## config.mk

```make
export PLATFORM = sky130hd
export DESIGN_NAME = ahb_mem_slave_flat
export DESIGN_NICKNAME = d
export VERILOG_FILES = /design/src/rtl/ahb_mem_slave_pkg.sv /design/src/rtl/ahb_mem_slave_if.sv /design/src/rtl/ahb_mem_slave_array.sv /design/src/rtl/ahb_mem_slave.sv /design/src/flat_wrapper.sv
export SDC_FILE = /design/constraint.sdc
export NUM_CORES = 2
export LEC_CHECK = 0
export CORE_ASPECT_RATIO = 0.9
export CORE_UTILIZATION = 25
export DETAILED_ROUTE_END_ITERATION = 16
export PLACE_DENSITY = 0.35
export REMOVE_ABC_BUFFERS = 1
export SYNTH_ARGS = -nofsm -noshare
export SYNTH_HDL_FRONTEND = slang
export SYNTH_SLANG_ARGS = --single-unit
```

## constraint.sdc

```tcl
create_clock -name HCLK -period 4.4 [get_ports HCLK]
set_clock_uncertainty 0.15 [all_clocks]
set_input_delay 0.44 -clock HCLK [delete_from_list [all_inputs] [get_ports HCLK]]
set_output_delay 0.44 -clock HCLK [all_outputs]
set_load 0.005 [all_outputs]
```

## src/rtl/ahb_mem_slave_pkg.sv

```systemverilog
// ahb_mem_slave_pkg: AHB-Lite encodings and responder FSM states shared by the memory slave.
package ahb_mem_slave_pkg;

    localparam logic [1:0] HTRANS_IDLE   = 2'b00;
    localparam logic [1:0] HTRANS_BUSY   = 2'b01;
    localparam logic [1:0] HTRANS_NONSEQ = 2'b10;
    localparam logic [1:0] HTRANS_SEQ    = 2'b11;

    localparam logic [2:0] HBURST_SINGLE = 3'b000;
    localparam logic [2:0] HBURST_INCR4  = 3'b011;

    localparam logic [2:0] HSIZE_WORD    = 3'b010;

    localparam logic       HRESP_OKAY    = 1'b0;
    localparam logic       HRESP_ERROR   = 1'b1;

    typedef enum logic [2:0] {
        S_IDLE,
        S_WAIT,
        S_DATA,
        S_ERR1,
        S_ERR2
    } state_t;

endpackage

```

## src/rtl/ahb_mem_slave_if.sv

```systemverilog
// ahb_mem_slave_if: AHB-Lite slave-side bus bundle with master and slave views.
interface ahb_mem_slave_if;

    logic        HSEL;
    logic [31:0] HADDR;
    logic [1:0]  HTRANS;
    logic        HWRITE;
    logic [2:0]  HSIZE;
    logic [2:0]  HBURST;
    logic [31:0] HWDATA;
    logic        HREADY;
    logic [31:0] HRDATA;
    logic        HREADYOUT;
    logic        HRESP;

    modport slave (
        input  HSEL, HADDR, HTRANS, HWRITE, HSIZE, HBURST, HWDATA, HREADY,
        output HRDATA, HREADYOUT, HRESP
    );

    modport master (
        output HSEL, HADDR, HTRANS, HWRITE, HSIZE, HBURST, HWDATA, HREADY,
        input  HRDATA, HREADYOUT, HRESP
    );

endinterface

```

## src/rtl/ahb_mem_slave_array.sv

```systemverilog
// ahb_mem_slave_array: DEPTHx32 word storage, cleared on reset, one write port, async read.
module ahb_mem_slave_array #(
    parameter int DEPTH = 64
) (
    input  logic                     HCLK,
    input  logic                     HRESETn,
    input  logic                     we,
    input  logic [$clog2(DEPTH)-1:0] addr,
    input  logic [31:0]              wdata,
    output logic [31:0]              rdata
);

    logic [31:0] mem_q [DEPTH];

    always_ff @(posedge HCLK or negedge HRESETn)
        if (!HRESETn)
            mem_q <= '{default: '0};
        else if (we)
            mem_q[addr] <= wdata;

    assign rdata = mem_q[addr];

endmodule

```

## src/rtl/ahb_mem_slave.sv

```systemverilog
// ahb_mem_slave: AHB-Lite word memory responder for SINGLE/INCR4 transfers with
// per-beat wait states and two-cycle ERROR responses.
module ahb_mem_slave
    import ahb_mem_slave_pkg::*;
#(
    parameter int DEPTH       = 64,
    parameter int WAIT_STATES = 0
) (
    input  logic             HCLK,
    input  logic             HRESETn,
    ahb_mem_slave_if.slave   bus
);

    localparam int AW = $clog2(DEPTH) + 2;

    state_t         state_q, state_d;
    logic [AW-3:0]  addr_q, addr_d;
    logic           write_q, write_d;
    logic [1:0]     cnt_q, cnt_d;
    logic           burst_q, burst_d;
    logic [1:0]     beats_q, beats_d;
    logic [31:0]    prev_q, prev_d;

    logic           rdy, accept, seq, idle_sel, err, we;
    logic [31:0]    rdata;

    assign rdy      = state_q inside {S_IDLE, S_DATA, S_ERR2};
    assign seq      = bus.HTRANS == HTRANS_SEQ;
    assign accept   = rdy && bus.HSEL && bus.HREADY &&
                      bus.HTRANS != HTRANS_IDLE && bus.HTRANS != HTRANS_BUSY;
    assign idle_sel = rdy && bus.HSEL && bus.HREADY && bus.HTRANS == HTRANS_IDLE;

    // A SEQ beat must continue a live INCR4 burst at exactly the next word.
    assign err = bus.HSIZE != HSIZE_WORD
              || bus.HADDR[1:0] != 2'b00
              || |bus.HADDR[31:AW]
              || !(bus.HBURST inside {HBURST_SINGLE, HBURST_INCR4})
              || (seq && (!burst_q || bus.HADDR != prev_q + 32'd4));

    always_comb begin
        state_d = state_q;
        addr_d  = addr_q;
        write_d = write_q;
        cnt_d   = cnt_q;
        burst_d = burst_q;
        beats_d = beats_q;
        prev_d  = prev_q;
        if (rdy) begin
            state_d = S_IDLE;
            if (accept) begin
                state_d = err ? S_ERR1 : (WAIT_STATES == 0 ? S_DATA : S_WAIT);
                addr_d  = bus.HADDR[AW-1:2];
                write_d = bus.HWRITE;
                prev_d  = bus.HADDR;
                cnt_d   = 2'd0;
                burst_d = bus.HTRANS == HTRANS_NONSEQ ? bus.HBURST == HBURST_INCR4
                                                      : burst_q && beats_q != 2'd2;
                beats_d = seq ? beats_q + 2'd1 : 2'd0;
            end else if (idle_sel) begin
                burst_d = 1'b0;
            end
        end else if (state_q == S_WAIT) begin
            cnt_d   = cnt_q + 2'd1;
            state_d = cnt_q == 2'(WAIT_STATES - 1) ? S_DATA : S_WAIT;
        end else begin
            state_d = S_ERR2;
        end
    end

    always_ff @(posedge HCLK or negedge HRESETn)
        if (!HRESETn) begin
            state_q <= S_IDLE;
            addr_q  <= '0;
            write_q <= 1'b0;
            cnt_q   <= 2'd0;
            burst_q <= 1'b0;
            beats_q <= 2'd0;
            prev_q  <= '0;
        end else begin
            state_q <= state_d;
            addr_q  <= addr_d;
            write_q <= write_d;
            cnt_q   <= cnt_d;
            burst_q <= burst_d;
            beats_q <= beats_d;
            prev_q  <= prev_d;
        end

    assign we = state_q == S_DATA && write_q;

    ahb_mem_slave_array #(.DEPTH(DEPTH)) u_array (
        .HCLK    (HCLK),
        .HRESETn (HRESETn),
        .we      (we),
        .addr    (addr_q),
        .wdata   (bus.HWDATA),
        .rdata   (rdata)
    );

    assign bus.HREADYOUT = !(state_q inside {S_WAIT, S_ERR1});
    assign bus.HRESP     = state_q inside {S_ERR1, S_ERR2} ? HRESP_ERROR : HRESP_OKAY;
    assign bus.HRDATA    = state_q == S_DATA && !write_q ? rdata : '0;

endmodule
```

## src/flat_wrapper.sv

```systemverilog
// flat-port wrapper written by rule: the top's interface ports become plain ports
module ahb_mem_slave_flat import ahb_mem_slave_pkg::*;
#(
    parameter int DEPTH       = 64,
    parameter int WAIT_STATES = 0
)
  (HCLK, HRESETn, bus_HSEL, bus_HADDR, bus_HTRANS, bus_HWRITE, bus_HSIZE, bus_HBURST, bus_HWDATA, bus_HREADY, bus_HRDATA, bus_HREADYOUT, bus_HRESP);
  ahb_mem_slave_if bus_i ();
  input  logic HCLK;
  input  logic HRESETn;
  input wire logic [$bits(bus_i.HSEL)-1:0] bus_HSEL;
  input wire logic [$bits(bus_i.HADDR)-1:0] bus_HADDR;
  input wire logic [$bits(bus_i.HTRANS)-1:0] bus_HTRANS;
  input wire logic [$bits(bus_i.HWRITE)-1:0] bus_HWRITE;
  input wire logic [$bits(bus_i.HSIZE)-1:0] bus_HSIZE;
  input wire logic [$bits(bus_i.HBURST)-1:0] bus_HBURST;
  input wire logic [$bits(bus_i.HWDATA)-1:0] bus_HWDATA;
  input wire logic [$bits(bus_i.HREADY)-1:0] bus_HREADY;
  output wire logic [$bits(bus_i.HRDATA)-1:0] bus_HRDATA;
  output wire logic [$bits(bus_i.HREADYOUT)-1:0] bus_HREADYOUT;
  output wire logic [$bits(bus_i.HRESP)-1:0] bus_HRESP;
  assign bus_i.HSEL = bus_HSEL;
  assign bus_i.HADDR = bus_HADDR;
  assign bus_i.HTRANS = bus_HTRANS;
  assign bus_i.HWRITE = bus_HWRITE;
  assign bus_i.HSIZE = bus_HSIZE;
  assign bus_i.HBURST = bus_HBURST;
  assign bus_i.HWDATA = bus_HWDATA;
  assign bus_i.HREADY = bus_HREADY;
  assign bus_HRDATA = bus_i.HRDATA;
  assign bus_HREADYOUT = bus_i.HREADYOUT;
  assign bus_HRESP = bus_i.HRESP;
  ahb_mem_slave #(.DEPTH(DEPTH), .WAIT_STATES(WAIT_STATES)) u_core (.HCLK(HCLK), .HRESETn(HRESETn), .bus(bus_i));
endmodule
```

==> qor.csv <==
stage,metric,value,unit
synth,Post-synth EDFFs,0,
power,PD cells,559,nW/um^2
synth,Synth Instances,6628,
power,Clock Power Share,0.350,
drt,Initial DRC Count,4825,
synth,YS warnings,0,
synth,leading area contributor after synthesis,dfrtp_1,
clock_tree,clk_lat worst skew,0.89,ns
timing,worst slew pin tran,1.30,ns
die,Die X,637,um
finish,"commonest cells after routing, fill and taps aside","dfrtp_1, mux2_2, a22oi_1",
finish,Layout Cells excl Fill,11900,
die,core area,360000,um^2
die,die height,573,um
power,worst vdd ir,284,uV
drt,Avg WL per Cell,35.1,um
timing,pins over their slew limit,0,
drt,total number of vias,62400,
place,routability congestion estimate,0.761,
setup_path,Crit path depth,11,
timing,headroom to the max-slew limit,0.132,
drt,Final ANT Viol Nets,0,
timing,Final TNS setup,-1.31,ns
synth,"Cell Area, Synth",90600,um^2
drt,TritonRoute pass-1 iters,7,
setup_path,CP Launch Type,flip-flop,
setup_path,CP Data Arrival Time,4.03,ns
synth,Synth cell types,60,
global_route,initial antenna violation count,52,
finish,Layout Nets,7005,
setup_path,"delay-heaviest family, CP",buffers and inverters,
global_route,largest net degree at the start of global routing,151,
power,Reg power frac,0.343,
finish,Layout area overhead,25.5,%
synth,"FF+latch count, synth",2089,
setup_path,R2R Path Start,u_core.prev_q[7]$_DFFE_PN0P_,
power,switching power total,21.7,mW
clock_tree,CTS Root Cell,clkbuf_16,
hold_path,min-delay worst type,input port to flip-flop,
setup_path,CP Max Fanout,26,
drt,DRC viols,0,
synth,ranking of synthesized cells by area,"dfrtp_1, mux2_2, a22oi_1, a221oi_1, a22o_1",
finish,Seq. cell area,52300,um^2
power,Logic pwr share,0.307,
global_route,vias in the first global route,64800,
clock_tree,htree depth,5,
setup_path,Setup crit start,u_core.prev_q[3]$_DFFE_PN0P_,
clock_tree,clock buffer depth,4,
timing,"Hold Vio Cnt, Final",0,
global_route,grt ovf,0,
place,Port-buffer cells,110,
place,Setup Slack @ Placement,-0.470,ns
finish,filler cell count,35600,
die,FP Rows,209,
timing,Final min period,4.62,ns
finish,fraction of layout cells with a size suffix above 1,0.481,
place,Cells after DPL,11300,
clock_tree,CTS Buf Count,264,
power,Design Power,63.6,mW
status,violated checks,setup timing,
synth,Synth top area share,0.577,
finish,area of the multi-input gates,38000,um^2
timing,RSZ-0062 raised after global routing,true,
clock_tree,clk slew on worst S/H paths,0.06,ns
run,max-cap viol count,0,
setup_path,Setup crit end,bus_HRDATA[0],
timing,tightest hold margin,0.0673,ns
die,die area,365000,um^2
setup_path,Worst Reg-to-Reg Cells,8,
synth,register area share after synthesis,0.577,
drt,overall routed net length,417,mm
finish,"most common cell after layout, fill and taps aside",dfrtp_1,
global_route,global-route wire length before repair,572,mm
setup_path,CP Data Required Time,3.81,ns
setup_path,"slowest stage delay, CP",0.51,ns
timing,final worst slack,-0.221,ns
setup_path,crit-path cells,buf_8 -> nor3b_4 -> buf_8 -> buf_16 -> a22o_1 -> a221oi_1 -> a31oi_1 -> nor4_2 -> a31oi_2 -> buf_4 -> clkdlybuf4s50_1,
setup_path,flop2flop setup slack,0.64,ns
timing,fin crit share,1.05,
synth,ys flop type,dfrtp_1,
drt,routed vias/inst,5.25,
clock_tree,CTS tree,done,
global_route,total track usage,0.224,
power,Leakage,46.6,nW
setup_path,CP bufs+invs,5,
clock_tree,Sink Count,2089,
setup_path,CP endpoint kind,output pin,
setup_path,crit-path most repeated cell,buf_8,
die,I/O pins,111,
setup_path,Reg-to-Reg End,u_core.u_array.mem_q[1371]$_DFFE_PN0P_,
power,Internal Power,41.9,mW
place,HPWL Detailed,244,mm
die,Initial Util,0.252,
setup_path,worst setup path class,flip-flop to output pin,
power,Switching Fraction,0.341,
status,status,"complete, but fails checks",
synth,async set-or-reset flop fraction in the synthesized netlist,1.00,
timing,Finish-stage setup viols,13,
timing,Max Freq,0.216,GHz
setup_path,CP max stage cell,clkdlybuf4s50_1,
synth,Avg Inst Size Synth,13.7,um^2
==> what timing repair did <==
item | in CTS | in global routing
hold buffers | 25 | 0
pin swaps | 88 | 76
setup endpoints to repair | 32 | 26
hold endpoints to repair | 1029 | 0
setup buffers | 86 | 23
resized for setup | 336 | 107
cloned | 17 | 4
==> logic make-up after synthesis <==
logic type,Yosys count,share of synthesized area
flip-flops,2089,0.577
multiplexers,2051,0.255
AO/OA/AOI/OAI,1350,0.113
buffers and inverters,709,0.0298
AND/OR/NAND/NOR,381,0.0207
XOR/XNOR,45,0.00435
adder cells (fa/ha/maj),3,0.000414
==> tightest hold or removal path: cells and delay by family <==
| family | cells | cell delay [ns] |
|---|---|---|
| and+or+nand+nor | 2 | 0.14 |
| buffers and inverters | 1 | 0.47 |
==> Yosys cell counts, types with 2 or more instances <==
| cell | count |
|---|---|
| ha_1 | 3 |
| inv_1 | 9 |
| clkbuf_1 | 400 |
| nand4_1 | 46 |
| mux2_2 | 2048 |
| a22o_1 | 224 |
| nand3b_1 | 3 |
| a2111oi_0 | 5 |
| o211ai_1 | 2 |
| mux2i_1 | 3 |
| and2_1 | 2 |
| xor2_1 | 15 |
| o21ai_0 | 11 |
| and4_1 | 3 |
| xnor2_1 | 30 |
| a211oi_1 | 5 |
| nand3_1 | 25 |
| a22oi_1 | 577 |
| a221oi_1 | 224 |
| nand2b_1 | 3 |
| a31oi_1 | 238 |
| buf_1 | 283 |
| nor2_1 | 22 |
| and3b_1 | 2 |
| nand2_1 | 185 |
| a21oi_1 | 54 |
| nor3_1 | 12 |
| dfrtp_1 | 2089 |
| buf_2 | 12 |
| nor4_1 | 56 |
| or4_1 | 5 |
| nor3b_1 | 4 |
==> layer usage <==
metal  vias up  wire [um]  track usage  part of all wire
met4         6      11100       0.0563             0.026
met3       498      18300       0.0273             0.044
met2      1629     191000        0.358              0.46
met5         -         41            0          0.000098
li1      25800          -            -                 -
met1     34500     197000        0.321              0.47
==> registers in the layout, indices dropped and copies added, names as in the netlist <==
name and cells:
u_core.burst_q 1, u_core.write_q 1, u_core.beats_q 2, u_core.prev_q 32
u_core.u_array.mem_q 2048, u_core.state_q 3, u_core.cnt_q 2
==> power groups by stage <==
stage | registers [mW] | clock network (mW) | logic (mW)
finish | 21.8 | 22.2 | 19.5
global route | 22.0 | 23.6 | 20.5
CTS | 21.8 | 22.8 | 19.0
detailed placement | 22.1 | 0 | 16.2
global placement | 22.1 | 0 | 16.2
floorplan | 21.7 | 0 | 6.16
==> worst min-delay path by stage <==
stage / to / startpoint / depth (start not counted)
6_report: u_core.prev_q[5]$_DFFE_PN0P_ / bus_HADDR[5] / 3
5_1_grt: u_core.prev_q[5]$_DFFE_PN0P_ / bus_HADDR[5] / 3
4_1_cts: u_core.prev_q[12]$_DFFE_PN0P_ / bus_HADDR[12] / 3
3_5_place_dp: u_core.u_array.mem_q[1752]$_DFFE_PN0P_ / HRESETn / 1
3_3_place_gp: u_core.u_array.mem_q[1741]$_DFFE_PN0P_ / HRESETn / 1
2_1_floorplan: u_core.beats_q[0]$_DFFE_PN0P_ / HRESETn / 0
==> metrics by stage <==
| stage | util | cell area [um^2] |
|---|---|---|
| 2_1_floorplan | - | 88000 |
| 3_3_place_gp | 0.280 | 101000 |
| 3_5_place_dp | 0.280 | 101000 |
| 4_1_cts | 0.313 | 113000 |
| 5_1_grt | 0.315 | 114000 |
| 6_report | 0.316 | 114000 |
==> cell type report <==
cell class | count | area share
sequential | 2089 | 0.460
multi-input combinational | 3830 | 0.334
timing repair buffer | 731 | 0.0764
clock buffer | 396 | 0.0694
tap | 4747 | 0.0522
clock inverter | 72 | 0.00758
inverter | 9 | 0.000297
antenna | 10 | 0.000220
(Power assumes the default switching activity.)
